### src/rtl/mem_arb_pkg.sv
// Shared types and sizing for the I/D-cache refill arbiter.
// Block geometry, address/word types and the arbiter state encoding.
package mem_arb_pkg;

  localparam int PC_SIZE     = 32;
  localparam int MEMORY_WORD = 32;
  localparam int BLOCK_WORDS = 4;
  localparam int BEAT_W      = $clog2(BLOCK_WORDS);
  localparam int OFF         = BEAT_W + 2;

  typedef logic [PC_SIZE-1:0]     addr_t;
  typedef logic [MEMORY_WORD-1:0] word_t;
  typedef logic [BEAT_W-1:0]      beat_t;

  typedef enum logic [1:0] {
    IDLE  = 2'd0,
    BURST = 2'd1,
    WRITE = 2'd2,
    DONE  = 2'd3
  } state_t;

  // Byte address of one word inside the block holding base.
  function automatic addr_t beat_addr(
    input addr_t base,
    input beat_t beat
  );
    return {base[PC_SIZE-1:OFF], beat, 2'b00};
  endfunction

endpackage

### src/rtl/mem_refill_arbiter.sv
// Round-robin arbiter sharing one RAM port between I-cache refills
// and D-cache refills / single-word writes.
module mem_refill_arbiter
  import mem_arb_pkg::*;
(
  input  logic  clk,
  input  logic  nrst,
  input  logic  ic_req,
  input  addr_t ic_addr,
  input  logic  dc_req,
  input  logic  dc_we,
  input  addr_t dc_addr,
  input  word_t dc_wdata,
  input  word_t ram_rdata,
  input  logic  ram_ready,
  output logic  ram_req,
  output logic  ram_we,
  output addr_t ram_addr,
  output word_t ram_wdata,
  output word_t rdata,
  output logic  ic_word_valid,
  output logic  dc_word_valid,
  output logic  ic_done,
  output logic  dc_done
);

  state_t state;
  beat_t  beat;
  logic   gnt_dc;
  logic   last_dc;
  addr_t  base;
  word_t  wbuf;

  logic pick_dc;
  logic any_req;
  logic last_beat;
  logic lsb_unused;

  assign any_req   = ic_req | dc_req;
  // On a tie the D-cache wins only if the I-cache was served last.
  assign pick_dc   = dc_req & (~ic_req | ~last_dc);
  assign last_beat = (beat == BEAT_W'(BLOCK_WORDS - 1));
  assign lsb_unused = ^base[1:0];

  always_ff @(posedge clk) begin
    if (!nrst) begin
      state   <= IDLE;
      beat    <= '0;
      gnt_dc  <= 1'b0;
      last_dc <= 1'b1;
      base    <= '0;
      wbuf    <= '0;
    end else begin
      unique case (state)
        IDLE: begin
          if (any_req) begin
            gnt_dc <= pick_dc;
            base   <= pick_dc ? dc_addr : ic_addr;
            wbuf   <= dc_wdata;
            state  <= (pick_dc & dc_we) ? WRITE : BURST;
          end
        end
        BURST: begin
          if (ram_ready) begin
            beat <= last_beat ? '0 : beat + BEAT_W'(1);
            if (last_beat) state <= DONE;
          end
        end
        WRITE: begin
          if (ram_ready) state <= DONE;
        end
        DONE: begin
          last_dc <= gnt_dc;
          state   <= IDLE;
        end
        default: state <= IDLE;
      endcase
    end
  end

  // All outputs are held low while reset is asserted.
  always_comb begin
    ram_req       = 1'b0;
    ram_we        = 1'b0;
    ram_addr      = '0;
    ram_wdata     = '0;
    rdata         = '0;
    ic_word_valid = 1'b0;
    dc_word_valid = 1'b0;
    ic_done       = 1'b0;
    dc_done       = 1'b0;
    if (nrst) begin
      rdata = ram_rdata;
      unique case (state)
        IDLE: ;
        BURST: begin
          ram_req       = 1'b1;
          ram_addr      = beat_addr(base, beat);
          ic_word_valid = ram_ready & ~gnt_dc;
          dc_word_valid = ram_ready & gnt_dc;
        end
        WRITE: begin
          ram_req   = 1'b1;
          ram_we    = 1'b1;
          ram_addr  = {base[PC_SIZE-1:2], 2'b00};
          ram_wdata = wbuf;
        end
        DONE: begin
          ic_done = ~gnt_dc;
          dc_done = gnt_dc;
        end
        default: ;
      endcase
    end
  end

endmodule

### config.mk
export PLATFORM = sky130hd
export DESIGN_NAME = mem_refill_arbiter
export DESIGN_NICKNAME = d
export VERILOG_FILES = /design/src/rtl/mem_arb_pkg.sv /design/src/rtl/mem_refill_arbiter.sv
export SDC_FILE = /design/constraint.sdc
export NUM_CORES = 1
export LEC_CHECK = 0
export ABC_AREA = 1
export CORE_UTILIZATION = 40
export DETAILED_ROUTE_END_ITERATION = 10
export PLACE_DENSITY = 0.83
export SYNTH_ARGS = -nofsm -noshare
export SYNTH_HDL_FRONTEND = slang
export SYNTH_SLANG_ARGS = --single-unit
### constraint.sdc
create_clock -name clk -period 2.1 [get_ports clk]
set_input_delay 0.42 -clock clk [delete_from_list [all_inputs] [get_ports clk]]
set_output_delay 0.42 -clock clk [all_outputs]
set_load 0.02 [all_outputs]
==> summary.txt <==
STA
  • Final TNS setup: 0 ns
  • Max Slew Vio Count: 0
  • Final Critical Period: 2.04 ns
  • Final setup viols: 0
  • Fmax: 489 MHz
  • Period utilization: 0.974
  • RSZ-0062 raised after global routing: yes
  • Final Hold Fails: 0
  • Worst-case clock skew: just over 0.01 ns

Finish
  • Diodes inserted: 0
  • Final instance area: around 0.0063 mm²
  • Commonest non-fill, non-tap cell in the layout: clkdlybuf4s50_1
  • Area growth from synthesis to layout: 69.4%
  • Most frequent cells in the layout: clkdlybuf4s50_1 (160), inv_1 (132), nand2_1 (110)
  • Layout cells sized above 1: 0.158
  • Nets: about 980
  • Fillers: between 700 and 800
  • Post-route insts no fill: between 900 and 1000

Floorplanning
  • Core box area: between 0.008 and 0.009 mm²
  • Rows: 34
  • IO Pins: between 200 and 250
  • Die width: roughly 99 µm
  • Die footprint: ~0.0098 mm²
  • Starting density of the core: 0.421
  • Die height: between 90 and 100 µm

Critical path
  • CP max-delay cell: clkdlybuf4s50_1
  • Worst Path Max Fanout: 1
  • FF-to-FF path depth: 8
  • Req. time, crit path: 1.68 ns
  • Crit path kind: in -> out
  • End of the worst register-to-register path: state[0]
  • CP dominant cell by count: clkdlybuf4s50_1
  • Critical path arrival: around 1.6 ns
  • CP peak stage delay: ~0.6 ns
  • Crit path to: rdata[9]
  • Type of origin of the critical path: input port
  • CP delay by family, top: buffers and inverters
  • Internal reg-to-reg setup slack: roughly 0.67 ns
  • Critical Path Sink Type: output pin
  • CP bufs+invs: 3
  • Logic depth of the worst path, buffers included: 4
  • Worst setup startpoint: ram_rdata[9]
  • CP cell instances: clkdlybuf4s50_1 -> nand2_1 -> inv_1 -> clkdlybuf4s50_1
  • Reg-to-Reg Start: state[0]

Power and ir drop
  • Net Sw Frac: 0.386
  • Internal: 3.32 mW
  • Combinational share of power: 0.482
  • Maximum VDD drop: approximately 0.00052 V
  • Sequential Power Share: 0.337
  • Leak pwr: ~3.2 nW
  • PD cells: about 850 mW/mm²
  • NetSw: between 2 and 2.5 mW
  • Clock power frac: 0.181

Placement
  • Cell Area, Placed: about 0.0062 mm²
  • Final GP Congestion: a little under 0.8
  • Placed cells: 928
  • Post-DP HPWL: around 9100 µm
  • IO buf count: 229

Synthesis
  • Yosys cell types: 20
  • Synth Register Bits: a little under 70
  • Yosys warns: 0
  • Seq/Total Area, Yosys: 0.363
  • Post-synth top area share: 0.363
  • Syn Area/Cell: about 6.2 µm²
  • Synth Instances: about 610
  • Post-synthesis instance area: 0.00375 mm²
  • Largest area contributor in the netlist: dfxtp_1
  • Synth area leaders: dfxtp_1 (36%), inv_1 (14%), o21ai_0 (11%), nand2_1 (11%), a21oi_1 (9.1%)

Route
  • DRC: 0
  • WL/cell: ~14 µm
  • Post-route ant nets: 0
  • Final wirelength: between 10000 and 15000 µm
  • First-pass DRT Iterations: 5
  • Initial drt markers: ~170
  • Number of vias per cell: 4.81
  • Routed vias: approximately 4600

Min path
  • Hold crit path type: reg -> reg

Global routing
  • Overall Global Routing Usage: 0.254
  • Vias in the first global route: 4225
  • Initial antenna violation count: 0
  • Pin count of the biggest net entering global routing: 65
  • First-pass GRT wire length: 19800 µm
  • Grt total ovfl: 0

Clock tree
  • CTS max path bufs: 2
  • Clock-pin slew on the worst setup and hold paths: around 0.07 ns
  • Cts hold-fix bufs: 0
  • H-tree depth: 3
  • CTS Buf Count: 9
  • Clock sink count: between 60 and 70
  • CTS root buf: clkbuf_8
  • CTS tree: built
  • Clock latency at the later pin of the worst-skew pair: approximately 0.34 ns

Flow run
  • Max Cap Viol: 0

Status
  • Status: finished clean
[worst min path at each step]
stage	startpoint	endpoint	slack (ns)	cells past startpoint
6_report	wbuf[11]	wbuf[11]	0.45	2
5_1_grt	wbuf[17]	wbuf[17]	0.47	2
4_1_cts	wbuf[14]	wbuf[14]	0.45	2
3_5_place_dp	wbuf[14]	wbuf[14]	0.44	2
3_3_place_gp	wbuf[21]	wbuf[21]	0.44	2
2_1_floorplan	wbuf[14]	wbuf[14]	0.43	2
[synthesized netlist by cell type]
cell type / n
clkbuf_2: 1
a21oi_4: 1
nand2_1: 113
buf_6: 3
o21ai_1: 7
inv_2: 2
nor2_1: 68
nand3_1: 4
o21ai_0: 86
o21ai_2: 1
ha_1: 6
conb_1: 1
a21oi_1: 68
inv_1: 135
buf_2: 14
nor3_1: 4
clkbuf_1: 12
buf_4: 11
nand4_1: 1
dfxtp_1: 68
[final cells by class]
cell class	instances	area [µm²]	area share
Clock buffer	11	151	0.0238
Clock inverter	4	25.0	0.00394
Inverter	137	517	0.0814
Multi-Input combinational cell	361	1720	0.271
Sequential cell	68	1370	0.215
Tap cell	108	135	0.0213
Timing Repair Buffer	259	2430	0.383
[registers in the layout, indices dropped and copies added, names as in the netlist]
signal / cells
state: 2
wbuf: 32
gnt_dc: 1
last_dc: 1
beat: 2
base: 30
[power groups by stage]
stage / logic, mW / clock network (mW) / registers [mW]
detailed placement: 2.24 / 0 / 1.83
global placement: 2.16 / 0 / 1.82
finish: 2.60 / 0.981 / 1.82
floorplan: 1.42 / 0 / 1.79
global route: 2.87 / 1.06 / 1.86
CTS: 2.40 / 1.00 / 1.81
[cells by family after synthesis]
| kind of cell | synth area share |
|---|---|
| simple gates | 0.194 |
| buf+inv | 0.200 |
| compound gates | 0.222 |
| flops | 0.363 |
| fa+ha+maj | 0.0200 |
| other cells | 0.00100 |
[per-stage QoR]
stage	utilization	hold WS, ns	total power, mW	setup WS (ns)
2_1_floorplan	-	0.429	3.21	0.298
3_3_place_gp	0.700	0.437	3.97	-0.0953
3_5_place_dp	0.700	0.443	4.07	-0.120
4_1_cts	0.702	0.454	5.21	-0.0685
5_1_grt	0.714	0.469	5.78	-0.0110
6_report	0.714	0.455	5.41	0.0554
[routing by layer]
metal	vias to the layer above	global-route usage	wire [µm]
met4	0	0.0953	282
met5	-	0	0
met3	25	0.0589	1030
met2	199	0.456	6530
met1	2054	0.292	5210
li1	2282	-	-
[what timing repair did]
item / 4_1_cts / 5_1_grt
setup endpoints to repair: 68 / 53
hold endpoints to repair: 0 / 0
resized for setup: 289 / 32
setup buffers: 0 / 0
gates cloned: 3 / 2
pin swaps: 0 / 1
[worst min-delay path, cell delays in order, from the launching register on]
cell,delay [ns]
dfxtp_1,0.30
inv_1,0.06
a21oi_1,0.05
No activity file was read; power rests on OpenSTA's default activity.
